## src/rtl/life_gen_sequencer.sv

```systemverilog
// life_gen_sequencer
// Generation-level scheduler for the Game of Life engine. It walks the cell
// memory row by row and streams a toroidal three-row window into the cell
// array. For each row it strobes the array's compute phase and writes the
// result row into the opposite bank. Banks flip at the end of each generation.
// All outputs are decoded from registered state only.

module life_gen_sequencer #(
  parameter int ROWS  = 16,
  parameter int ROW_W = 4,
  parameter int GEN_W = 16
) (
  input  logic             clk,
  input  logic             reset,
  input  logic             start,
  input  logic             step,
  input  logic             stop,
  output logic             rd_en,
  output logic [ROW_W:0]   rd_addr,
  output logic             shift_en,
  output logic             run,
  output logic             wr_en,
  output logic [ROW_W:0]   wr_addr,
  output logic             busy,
  output logic             gen_done,
  output logic             bank,
  output logic [GEN_W-1:0] gen_count
);

  typedef enum logic [3:0] {
    S_IDLE,
    S_P0,
    S_P1,
    S_P2,
    S_RD,
    S_SH,
    S_RUN,
    S_WR,
    S_END
  } state_t;

  localparam logic [ROW_W-1:0] LAST_ROW = ROW_W'(ROWS - 1);

  state_t             state_reg, state_next;
  logic [ROW_W-1:0]   row_reg, row_next;
  logic               bank_reg, bank_next;
  logic [GEN_W-1:0]   gen_count_reg, gen_count_next;
  logic               cont_reg, cont_next;
  logic               stop_pend_reg, stop_pend_next;

  // Row index of the next row, wrapping at ROWS rather than at 2^ROW_W.
  logic [ROW_W-1:0]   row_plus1;
  // Row presented on the read address while rd_en is high.
  logic [ROW_W-1:0]   rd_row;

  assign row_plus1 = (row_reg == LAST_ROW) ? '0 : row_reg + 1'b1;

  // State and bookkeeping registers; reset abandons any generation in flight.
  always_ff @(posedge clk) begin
    if (reset) begin
      state_reg     <= S_IDLE;
      row_reg       <= '0;
      bank_reg      <= 1'b0;
      gen_count_reg <= '0;
      cont_reg      <= 1'b0;
      stop_pend_reg <= 1'b0;
    end else begin
      state_reg     <= state_next;
      row_reg       <= row_next;
      bank_reg      <= bank_next;
      gen_count_reg <= gen_count_next;
      cont_reg      <= cont_next;
      stop_pend_reg <= stop_pend_next;
    end
  end

  // Next-state logic and per-state strobe decode.
  always_comb begin
    state_next     = state_reg;
    row_next       = row_reg;
    bank_next      = bank_reg;
    gen_count_next = gen_count_reg;
    cont_next      = cont_reg;
    stop_pend_next = stop_pend_reg;
    rd_en          = 1'b0;
    rd_row         = '0;
    shift_en       = 1'b0;
    run            = 1'b0;
    wr_en          = 1'b0;

    // A stop while busy is remembered until the generation boundary.
    if (state_reg != S_IDLE && stop) begin
      stop_pend_next = 1'b1;
    end

    case (state_reg)
      S_IDLE: begin
        if (start || step) begin
          state_next     = S_P0;
          cont_next      = start;
          stop_pend_next = stop;
          row_next       = '0;
        end
      end
      S_P0: begin
        // Prime the window with the row above row 0 (toroidal wrap).
        rd_en      = 1'b1;
        rd_row     = LAST_ROW;
        state_next = S_P1;
      end
      S_P1: begin
        shift_en   = 1'b1;
        rd_en      = 1'b1;
        rd_row     = '0;
        state_next = S_P2;
      end
      S_P2: begin
        shift_en   = 1'b1;
        row_next   = '0;
        state_next = S_RD;
      end
      S_RD: begin
        // Fetch the row below the current one.
        rd_en      = 1'b1;
        rd_row     = row_plus1;
        state_next = S_SH;
      end
      S_SH: begin
        shift_en   = 1'b1;
        state_next = S_RUN;
      end
      S_RUN: begin
        run        = 1'b1;
        state_next = S_WR;
      end
      S_WR: begin
        wr_en = 1'b1;
        if (row_reg == LAST_ROW) begin
          state_next = S_END;
        end else begin
          row_next   = row_plus1;
          state_next = S_RD;
        end
      end
      S_END: begin
        bank_next      = ~bank_reg;
        gen_count_next = gen_count_reg + 1'b1;
        if (cont_reg && !stop_pend_reg && !stop) begin
          state_next = S_P0;
        end else begin
          state_next     = S_IDLE;
          cont_next      = 1'b0;
          stop_pend_next = 1'b0;
        end
      end
      default: begin
        state_next = S_IDLE;
      end
    endcase
  end

  assign rd_addr   = {bank_reg, rd_row};
  assign wr_addr   = {~bank_reg, row_reg};
  assign busy      = (state_reg != S_IDLE);
  assign gen_done  = (state_reg == S_END);
  assign bank      = bank_reg;
  assign gen_count = gen_count_reg;

endmodule

```

## config.mk

```make
export PLATFORM = sky130hd
export DESIGN_NAME = life_gen_sequencer
export DESIGN_NICKNAME = d
export VERILOG_FILES = /design/src/rtl/life_gen_sequencer.sv
export SDC_FILE = /design/constraint.sdc
export NUM_CORES = 1
export LEC_CHECK = 0
export ABC_CLOCK_PERIOD_IN_PS = 2630
export BUFFER_PORTS_ARGS = -buffer_cell sky130_fd_sc_hd__buf_4
export CAP_MARGIN = 20
export CELL_PAD_IN_SITES_DETAIL_PLACEMENT = 1
export CELL_PAD_IN_SITES_GLOBAL_PLACEMENT = 1
export CORE_AREA = 2 2 66 68
export CTS_CLUSTER_SIZE = 8
export DETAILED_ROUTE_END_ITERATION = 10
export DIE_AREA = 0 0 68 70
export GPL_TIMING_DRIVEN = 0
export PLACE_DENSITY_LB_ADDON = 0.1
export RECOVER_POWER = 50
export SKIP_CTS_REPAIR_TIMING = 1
export SLEW_MARGIN = 0
export SYNTH_ARGS = -nofsm -noshare
export SYNTH_HDL_FRONTEND = slang
export SYNTH_SLANG_ARGS = --single-unit
```

## constraint.sdc

```tcl
create_clock -name clk -period 2.63 [get_ports clk]
set_input_delay 0.263 -clock clk [delete_from_list [all_inputs] [get_ports clk]]
set_output_delay 0.263 -clock clk [all_outputs]
set_load 0.01 [all_outputs]
```

* After elaboration in Yosys (flattened, before gate mapping) *
Cells that the tools add are included.

operators by class
  add/sub/neg operators = 2
  eq/ne operators = 12
  muxes and demuxes = 20
  bitwise operators = 1
  reductions and logical operators = 14

operator list
  operator                                       number
  case mux 4 bit (9 select lines)                1
  2-to-1 mux 4 bit                               5
  adder 16 x 1 -> 16 bit, second input constant  1
  == test 4 x 3 -> 1 bit, second input constant  4
  case mux 4 bit (3 select lines)                1
  2-to-1 mux 1 bit                               10
  == test 4 x 2 -> 1 bit, second input constant  2
  == test 4 bit, second input constant           2
  case mux 4 bit (2 select lines)                1
  != test 2 bit, second input constant           3
  AND reduction 3 bit                            2
  OR reduction 3 bit                             2
  adder 4 x 1 -> 4 bit, second input constant    1
  == test 4 x 1 -> 1 bit, second input constant  1
  zero test 4 bit                                1
  case mux 1 bit (2 select lines)                2
  nonzero test 4 bit                             1
  logical AND 1 bit                              3
  nonzero test 3 bit                             1
  zero test 1 bit                                2
  nonzero test 2 bit                             1
  logical OR 1 bit                               1
  NOT 1 bit                                      1

storage, ports and cells
  flip-flop bits (word level) = 27
  bits of input ports = 5
  output and inout port bits = 33
  logic and storage cells = 55

* Depth between registers and ports, before layout *
Gate-level depths: netlist (run 1).

  word-level depth = 5
  gate-level depth with buffers = 6
  gate-level depth less buffers = 5

* Worst setup path before layout (run 1) *
OpenSTA, ideal clock, no wires.

  path kind = register -> register
  start point = reg state_reg[1]
  end point = reg gen_count_reg[13] (netlist: gen_count[13])
  library setup time = 0.123 ns
  arrival time = 1.710 ns
  data required time = 2.507 ns
  setup slack = 0.796 ns
  cell stages (with the launch flop) = 6
  buffers on the path = 1
  period minus slack after synthesis = 1.834 ns
  cells stage by stage = dfxtp_1 > or4b_1 > buf_2 > nor4_4 > nand3_1 > mux2_1

on the way
  word-level cells in the longest chain between the ends = 1

RTL lines
  item                    RTL line  RTL
  start, declared         44        state_t state_reg, state_next;
  start signal, assigned  68        state_reg <= state_next;
  == test 4 bit           96        case (state_reg)
  end signal, assigned    71        gen_count_reg <= gen_count_next;
  end, declared           47        logic [GEN_W-1:0] gen_count_reg, gen_count_next;

No other way between the ends.
A chain may end at the register's enable or synchronous reset.

* Worst setup path after layout (run 1) *
  start point = reg row_reg[0]
  end point = out rd_addr[3]

on the way
  word-level cells in the longest chain between the ends = 3
  elaborated cells on any way between the ends = 4
  those cells by class = add/sub: 1; eq/ne: 1; mux: 2

RTL lines
  item                                                          RTL line  RTL
  start, declared                                               45        logic [ROW_W-1:0] row_reg, row_next;
  start signal, assigned                                        69        row_reg <= row_next;
  adder 4 x 1 -> 4 bit / == test 4 bit (equally long branches)  56        assign row_plus1 = (row_reg == LAST_ROW) ? '0 : row_reg + 1'b1;
  2-to-1 mux 4 bit (*)                                          56
  case mux 4 bit (2 select lines) (*)                           96
  end, declared                                                 19        output logic [ROW_W:0] rd_addr,

Mark *: on every way between the ends. The rest lies on a longest branch, timed or not.

==> results of run 1 <==
-- through the flow --
step | worst slack, ps | util (%)
CTS | 417 | 43.6
finish | 429 | 41.5
global placement | 634 | 42.5
detailed placement | 647 | 42.5
floorplan | 796 | -
global route | 249 | 41.5
-- cell usage in the layout, fill, tap and decap left out, types with 2 or more instances in the layout --
cell type                  Yosys  routed
sky130_fd_sc_hd__or3_1         4       4
sky130_fd_sc_hd__ha_1          2       2
sky130_fd_sc_hd__o211ai_1      2       2
sky130_fd_sc_hd__nand2_1      10      10
sky130_fd_sc_hd__xnor2_1       7       7
sky130_fd_sc_hd__inv_1         6       7
sky130_fd_sc_hd__xor2_1        6       6
sky130_fd_sc_hd__and3_1        2       2
sky130_fd_sc_hd__dfxtp_1      27      27
sky130_fd_sc_hd__clkbuf_1      7      32
sky130_fd_sc_hd__a211oi_1      4       4
sky130_fd_sc_hd__nor2_1       21      21
sky130_fd_sc_hd__buf_4         1      13
sky130_fd_sc_hd__nand4_1       5       5
sky130_fd_sc_hd__clkbuf_8      0       3
sky130_fd_sc_hd__o21ai_0       6       6
sky130_fd_sc_hd__and2_1        2       2
sky130_fd_sc_hd__a21oi_1      12      12
sky130_fd_sc_hd__mux2_1        2       2
sky130_fd_sc_hd__nor3_1       12      12
sky130_fd_sc_hd__nand3_1      10      10
sky130_fd_sc_hd__nor2b_1       7       7
sky130_fd_sc_hd__mux2_2        3       3
-- worst max-delay path: stages, from the launching register on --
cell                       delay (ps)
sky130_fd_sc_hd__dfxtp_1          400
sky130_fd_sc_hd__ha_1             320
sky130_fd_sc_hd__a21o_1           180
sky130_fd_sc_hd__a21boi_0         240
sky130_fd_sc_hd__o21ai_0          130
sky130_fd_sc_hd__a211oi_1         260
sky130_fd_sc_hd__buf_4            160
-- power by group through the flow --
stage | registers [uW] | logic, uW | clock network (uW)
after detailed placement | 433 | 134 | 0
after global placement | 433 | 127 | 0
after global routing | 426 | 144 | 265
after CTS | 424 | 134 | 251
after floorplan | 431 | 82.3 | 0
final | 424 | 131 | 238
-- cells in the mapped netlist (all sizes together) (2+ instances only) --
library cell / count / area share [%]
nor2: 21 / 5.5
nand4: 5 / 2.2
nor3: 12 / 4.2
and3: 2 / 0.88
xnor2: 7 / 4.3
buf: 3 / 1.1
and2: 2 / 0.88
xor2: 6 / 3.7
dfxtp: 27 / 38
o211ai: 2 / 1.1
nand2: 10 / 2.6
o21ai: 6 / 2.1
a211oi: 4 / 2.1
nand3: 10 / 3.5
a21oi: 12 / 4.2
or3: 4 / 1.8
mux2: 5 / 3.9
inv: 7 / 1.8
clkbuf: 7 / 1.8
ha: 2 / 1.8
nor2b: 7 / 3.1
-- logic make-up after synthesis --
logic type,after synthesis,synth area share [%]
AND/OR/NAND/NOR,79,29.0
AO/OA/AOI/OAI,33,14.6
flip-flops,27,37.9
buffers and inverters,17,4.82
XOR/XNOR,13,7.98
multiplexers,5,3.95
adder cells (fa/ha/maj),2,1.75
-- metal layers --
metal | GRT usage, % | wire (um) | vias up
met5 | 0 | 0 | -
met4 | 3.33 | 11 | 0
met3 | 2.42 | 108 | 2
met2 | 30.3 | 2030 | 18
met1 | 23.0 | 1790 | 667
li1 | - | - | 696
-- path summary, 6_finish.rpt --
path | start | cells past startpoint | slack, ps | to
hold reg to reg | cont_reg | 2 | 510 | cont_reg
hold / removal | start | 3 | 300 | cont_reg
setup reg to reg | state_reg[1] | 6 | 510 | gen_count[10]
setup / recovery | row_reg[0] | 6 | 430 | rd_addr[3]
-- final cells by class --
class | count | share of cell area [%]
multi-input cells | 132 | 47.5
flip-flops and latches | 27 | 31.4
repair buffers | 36 | 10.7
clock buffers | 4 | 2.62
well taps | 52 | 3.78
plain buffers | 10 | 2.40
inverters | 7 | 1.53
==> results list, run 1 <==
- DP Wirelength: 3.01 mm
* Final hold slack: 304 ps
* Internal power: 580 uW
- Wire length per cell: 14.7 um
* Setup skew after layout: 6.55 ps
- The worst pin sits at a relative slew slack of 64.3%.
- Floorplan die height: 70 um
- Counting every sink on the clock net gives 27.
- Maximum root-to-sink buffer count: 2
* Number of instances in the placed design: 264
- Total chip power: 792 uW
* Net Sw Frac: 26.8%
* Post-synthesis instance total: 176
* Worst EP required: 2370 ps
- Antenna diode count: 0
- The worst setup path is of the reg2out kind.
- Floorplan die width: 68 um
- Mean Syn Cell Area: 8.10 um^2
- The worst-case IR drop observed on VDD is 195 uV.
- The finished layout holds 268 standard cells, fillers aside.
* Via count of the first global-routing pass: 1355
* Skew-Pair Late Insertion Delay: 270 ps
- Antenna-violating nets left: 0
* Overall routing resource usage: 17.6%
- Derived from the worst setup path, the maximum achievable clock frequency is 0.454 GHz.
- Combinational group share of total power: 16.5%
- Count of routing violations after the opening detailed-route iteration: 54
- Across the run, the number of max-cap violations was 0.
- Flop and latch count out of synthesis: 27
* Post-synthesis instance area: 0.00143 mm^2
- First-pass GRT wire length: 6.58 mm
- Clk pwr share: 30.0%
* Reg power frac: 53.6%
- Counting every net in the synthesized netlist gives 183.
- Number of iterations in the first detailed-routing pass: 4
- Depth of the CTS H-tree: 1
- Synth-to-layout area growth: 20.5%
* Post-place instance area: 0.00176 mm^2
- Root Buffer: sky130_fd_sc_hd__clkbuf_8
- In the routed design, unresolved DRC markers number 0.
- Yosys mapped a number of flops with a built-in enable equal to 0.
* Setup violators final: 0
* Number of buffers added by the clock tree synthesis step: 3
* Buffers on Ports: 36
- Total die area: 0.00476 mm^2
- GRT Residual Overflow: 0
* Min Tclk post-route: 2200 ps
- The final critical path takes up 83.7% of the cycle.
- The register with the most flip-flops in the layout has 16 of them.
- Final design instance area without fill: 0.00172 mm^2
- For the final routed database, the setup TNS stands at 0 ps.
* Maximum net fanout on the critical path: 7
- Predominant post-synthesis flop cell: sky130_fd_sc_hd__dfxtp_1
- Class of the tightest hold or removal check: in2reg
- For this design the top-level I/O count stands at 38.
- STA classifies the critical path endpoint as a primary output.
* Ratio of cells with drive above 1 in the final layout: 9.72%
- Via count: 1383
* Footprint of the flip-flops and latches: 541 um^2
- Yosys warning count: 0
* Avg Vias per Cell: 5.16
- The number of max-slew violations in the final report was 0.
- Sequential area share after synthesis: 37.9%
- Dividing total power by cell area gives a power density of 461 mW/mm^2.
* Pin count of the biggest net entering global routing: 15
* Share of synthesized registers carrying an async set or reset: 0%
- The multi-input combinational cells in the finished layout cover a total of 817 um^2.
- Clock-pin slew was measured on the worst setup and hold paths at 100 ps.
- Effective utilization at floorplan: 34.4%
- Leakage Power: 0.000653 uW
- Routability congestion estimate from global placement: 0.829
- Setup repair after global routing left no endpoint under its margin.
- Core Area: 0.00414 mm^2
- Post-layout net count: 224
* Initial antenna violation count: 0
- The netlist uses 40 different library cells.
- Total wire length: 3.94 mm
* Switching component of the power: 212 uW
* Status: complete, no violations
* Floorplan row count: 24
* Transition at the pin with the smallest max-transition slack: 535 ps
- Final count of hold timing violations: 0
- Clock tree from TritonCTS: yes
- Worst Path Arrival: 1940 ps
- Final-layout fill cell count: 524
- Critical path startpoint category: flop
No activity file was read; power rests on OpenSTA's default activity.
==> run 2, diff against run 1 <==
Settings changed: ABC_CLOCK_PERIOD_IN_PS 2630 to 2310.
Clock period 2.63 ns to 2.31 ns, I/O delays scaled along.
==> run 2 against run 1 <==
Effect of this change:
- die area unchanged
- combinational power up 14%
- critical path type is now reg2reg
- sequential cell count unchanged
- worst hold slack worse by 32 ps
- highest routed layer unchanged
- critical path depth unchanged
- sequential power up 14%
- largest cell class unchanged
- worst setup slack worse by 230 ps
- register-to-register slack worse by 310 ps
- utilization up 0.091 points
- clock power up 13%
- via count down 0.14%
==> results list, run 2 (synthesized netlist as in run 1, its figures left out) <==
- Pin placement for this block handled 38 I/O pins.
- The register with the most flip-flops in the layout has 16 of them.
- Wire length on met1: 1.78 mm
- The die is 70 um tall.
- In the routed layout, each cell is associated on average with a via count of 5.15.
- The worst register-to-register path ends at gen_count[10].
- The first detailed-routing pass ran for 4 iterations.
- The cell sitting at the root of the clock tree is a sky130_fd_sc_hd__clkbuf_8.
- After legalization and detailed placement, the total HPWL measured 3.01 mm.
- Share of the cycle needed by the critical path after routing: 91.4%
* Worst Path Class, Setup: reg2reg
- Pin count of the biggest net entering global routing: 15
- In this run the deepest clock path goes through 2 buffers.
* Setup violators final: 0
* Start of the worst register-to-register path: state_reg[1]
- After detailed routing, the total wire length is 3.94 mm.
- For the final routed database, the setup TNS stands at 0 ps.
* Metal2 WL: 2.06 mm
- Buffers on Ports: 36
- Floorplan die width: 68 um
* # DRC: 0
- The area growth from synthesis to layout is 20.8%.
- Register-to-register setup slack: 200 ps
* Class of the tightest hold or removal check: in2reg
- Timing startpoint of the critical path: state_reg[1]
- Max-cap check violation count: 0
- For the final database, setup skew stands at 6.60 ps.
- Final count of hold timing violations: 0
- Total die area: 0.00476 mm^2
- Via count: 1381
* Number of cells traversed by the worst hold path: 3
- For the worst setup path, the data arrival time is 2320 ps.
- Setup repair after global routing left no endpoint under its margin.
- Clock tree from TritonCTS: yes
* Max Used Layer: met4
- Worst EP required: 2510 ps
* Antenna diode count: 0
* Floorplan row count: 24
* Clock transition at the registers of the reported paths: 100 ps
- Depth of the CTS H-tree: 1
- Min Tclk post-route: 2110 ps
- The total area inside the core boundary comes to 0.00414 mm^2.
* Ratio of cells with drive above 1 in the final layout: 10.6%
- Leaving out fill and tap cells, the most frequent cell in the layout is sky130_fd_sc_hd__clkbuf_1.
* Number of buffers added by the clock tree synthesis step: 3
* Highest Clock Rate: 0.474 GHz
* Maximum net fanout on the critical path: 10
- The flow ran to the end, and the final reports show no timing, DRC or antenna violations.
- For this run, the post-layout net count is 224.
* Relative slew slack: 64.3%
- Effective utilization at floorplan: 34.4%
- Transition at the pin with the smallest max-transition slack: 535 ps
- The first global-routing pass estimated 6.58 mm of wire.
- Via count of the first global-routing pass: 1355
* Hold worst-path end: cont_reg
* Leakage Power: 0.000653 uW
- Overall routing resource usage: 17.6%
* Antenna-violating nets left: 0
* Min-Delay Startpoint: start
- At the later pin of the worst-skew pair, clock insertion delay measures 270 ps.
* Critical path startpoint category: flop
- Crit end category: flop
- Count of routing violations after the opening detailed-route iteration: 61
* Clock sink count: 27
- Fin util: 41.6%
* Met3 Routed Length: 88 um
* Routability congestion estimate from global placement: 0.829
- Dividing total power by cell area gives a power density of 524 mW/mm^2.
* Worst VDD drop: 215 uV
- Dividing the detail-routed wire length by the instance count gives 14.7 um.
* GRT Residual Overflow: 0
* Initial antenna violation count: 0
- The number of max-slew violations in the final report was 0.
- R2R depth: 6
- Commonest cells after routing, fill and taps aside: sky130_fd_sc_hd__clkbuf_1, sky130_fd_sc_hd__dfxtp_1, sky130_fd_sc_hd__nor2_1
run 2: cell counts in the layout (fill, tap and decap cells not counted):
Identical to the previous run, type by type.
run 2: worst max-delay path by stage:
stage / slack, ps / end
3_3_place_gp: 310 / gen_count[15]
2_1_floorplan: 480 / gen_count[13]
4_1_cts: 130 / rd_addr[3]
5_1_grt: 50 / rd_addr[3]
3_5_place_dp: 330 / gen_count[13]
6_report: 200 / gen_count[10]
run 2: where the power goes:
part	internal [uW]	total (uW)	switching (uW)
Clock	123	270	147
Sequential	475	483	8.42
Combinational	62.9	149	85.9
run 2: final cells by class:
| type | count | area (um^2) |
|---|---|---|
| Buffer | 10 | 42.5 |
| Clock buffer | 4 | 45.0 |
| Fill cell | 525 | 2420 |
| Inverter | 7 | 26.3 |
| Multi-Input combinational cell | 132 | 820 |
| Sequential cell | 27 | 541 |
| Tap cell | 52 | 65.1 |
| Timing Repair Buffer | 36 | 184 |
run 2: per-stage QoR:
stage / power (uW) / area, um^2 / worst slack (ps) / instances / hold slack (ps)
6_report: 902 / 1720 / 198 / 268 / 273
5_1_grt: 951 / 1720 / 50.9 / 268 / 297
4_1_cts: 921 / 1810 / 129 / 268 / 257
3_5_place_dp: 645 / 1760 / 327 / 264 / 490
3_3_place_gp: 638 / 1760 / 314 / 264 / 454
2_1_floorplan: 585 / 1430 / 476 / 176 / 399
run 2: critical path: stages, from the launching register on:
cell,delay (ps)
sky130_fd_sc_hd__dfxtp_1,360
sky130_fd_sc_hd__or4b_1,520
sky130_fd_sc_hd__clkbuf_1,210
sky130_fd_sc_hd__inv_1,310
sky130_fd_sc_hd__nand2_1,130
sky130_fd_sc_hd__or3_1,370
sky130_fd_sc_hd__a21oi_1,150
run 2: metal layers:
layer,global-route usage [%],vias up
met4,3.33,0
li1,-,696
met5,0,-
met1,23.0,669
met2,30.3,14
met3,2.42,2
==> run 3, diff against run 2 <==
Settings changed: SETUP_SLACK_MARGIN set to 0.2.
==> run 3 against run 2 <==
Effect of this change:
- combinational power about the same
- wire length up 0.13%
- utilization grew 0.27 points
- design area up 0.65%
- largest power group unchanged
- non-clock buffer count is the same
- sequential power hardly changed
- worst hold slack got worse by 0.50 ps
- critical path depth unchanged
==> results list, run 3 (synthesized netlist as in run 1, its figures left out) <==
- In the global route stage, met2 resource usage came out at 30.3%.
- Final Slew Violations: 0
- Wire length per cell: 14.7 um
- Overall routing resource usage: 17.6%
- The library cells used most frequently in the layout, excluding fill and tap cells, are sky130_fd_sc_hd__clkbuf_1, sky130_fd_sc_hd__dfxtp_1, sky130_fd_sc_hd__nor2_1.
- Root Buffer: sky130_fd_sc_hd__clkbuf_8
- The clock passes through at most 2 buffers.
* Switching component of the power: 241 uW
* Clock tree from TritonCTS: yes
* Worst EP required: 2510 ps
- Relative slew slack: 64.5%
- The worst setup path is launched from a flop.
- Wires add up to 3.95 mm.
- The clock network accounts for 29.9% of the total power.
- Initial antenna violation count: 0
- The critical path is of the reg2reg type.
- At the later pin of the worst-skew pair, clock insertion delay measures 270 ps.
- Summed over all cells, the static leakage comes to 0.000663 uW.
- Sum Neg Setup Slack: 0 ps
- Routability congestion estimate from global placement: 0.829
* Ratio of cells with drive above 1 in the final layout: 13.0%
- Met1 layer usage reported by global route: 23.0%
- Core Area: 0.00414 mm^2
* Floorplan row count: 24
- The startpoint identified for the worst register-to-register timing path is state_reg[1].
* Final hold slack: 272 ps
- Via count of the first global-routing pass: 1355
* Transition at the pin with the smallest max-transition slack: 533 ps
* Maximum net fanout on the critical path: 10
- Antenna-violating nets left: 0
* Worst Path Arrival: 2250 ps
* Max FFs per register: 16
- Between clock sinks in the finished design, the worst skew comes to 6.86 ps.
* # DRC: 0
* Final count of hold timing violations: 0
- Number of iterations in the first detailed-routing pass: 4
- Walking the worst path, the cells encountered are or4b_1 > buf_2 > inv_1 > nand2_1 > or3_1 > a21oi_1.
* Status: complete, no violations
- After detailed routing, the number of vias per cell comes to 5.21.
- Most common library cell in the layout ignoring fill and taps: sky130_fd_sc_hd__clkbuf_1
- Timing would allow up to 0.490 GHz.
- The layer flagged by global routing as most heavily used is met2.
* Net Sw Frac: 26.7%
- Min-Delay Startpoint: start
- Combinational logic burns 16.7% of the power.
* Count of routing violations after the opening detailed-route iteration: 49
* Number of buffers added by the clock tree synthesis step: 3
- Effective utilization at floorplan: 34.4%
- The worst path in the final design needs a cycle of 2040 ps, including I/O delays and setup.
- On the critical path, the stage with the largest delay is an instance of sky130_fd_sc_hd__or4b_1.
* Buffers on Ports: 36
- 0 antenna diodes ended up in the layout.
* Share of the cycle needed by the critical path after routing: 88.4%
* Pin count of the biggest net entering global routing: 15
- After clock tree synthesis, the clock-pin slew on the worst setup and hold paths is 100 ps.
- In this run the number of H-tree levels came out at 1.
- First-pass GRT wire length: 6.58 mm
* Total die area: 0.00476 mm^2
- Across all layers, the routed design uses 1397 vias.
- VDD sags by at most 224 uV.
* Clock sink count: 27
- Global routing consumed, on the met3 layer, 2.42% of the routing resources.
* DP Wirelength: 3.01 mm
* Critical Path Max Stage Delay: 510 ps
- Floorplan die height: 70 um
- Timing startpoint of the critical path: state_reg[1]
- Setup violations remaining at the end of the flow were counted as 0.
- Total power per unit cell area: 521 mW/mm^2
- Max-cap check violation count: 0
* Synth-to-layout area growth: 21.6%
* Number of I/O pins: 38
* Internal power: 662 uW
- Setup repair after global routing could not meet its margin everywhere.
- STA classifies the critical path endpoint as a flop.
- Class of the tightest hold or removal check: in2reg
* Post-layout net count: 224
* Floorplan die width: 68 um
- Per report_power, the sequential group accounts for 53.4% of the total.
* GRT Residual Overflow: 0
run 3: changes by cell type in the layout (fill, tap and decap cells not counted), sizes merged:
cell and change:
buf +2, clkbuf -2
run 3: per-stage QoR:
stage	worst slack [ps]	total power [uW]	std cells	utilization, %	instance area (um^2)
detailed placement	327	645	264	42.5	1760
floorplan	476	585	176	-	1430
CTS	129	921	268	43.6	1810
finish	268	904	268	41.8	1730
global route	144	952	268	41.8	1730
global placement	314	638	264	42.5	1760
run 3: cell type report:
class,count,area [um^2]
inverters,7,26.3
repair buffers,36,188
plain buffers,10,45.0
flip-flops and latches,27,541
well taps,52,65.1
clock buffers,4,45.0
multi-input cells,132,825
fillers,525,2410
run 3: power groups by stage:
| stage | Combinational [uW] | Clock [uW] | Sequential, uW |
|---|---|---|---|
| finish | 151 | 270 | 483 |
| global route | 166 | 302 | 485 |
| CTS | 153 | 286 | 483 |
| detailed placement | 152 | 0 | 493 |
| global placement | 145 | 0 | 493 |
| floorplan | 93.7 | 0 | 491 |
run 3: layer usage:
metal	routed length (um)	vias up
met2	2040	14
li1	-	697
met1	1800	684
met5	0	-
met4	11	0
met3	88	2
run 3: final timing paths:
check                   to  cells after the start  slack [ps]
max          gen_count[10]                      6         270
min               cont_reg                      3         270
max reg2reg  gen_count[10]                      6         270
min reg2reg   gen_count[1]                      2         510
run 3: critical path, delay by kind of cell, from the launching register on:
family,cells,cell delay [ps]
and+or+nand+nor,3,1010
buffers and inverters,2,460
AOI/OAI and AO/OA,1,150
DFF,1,360
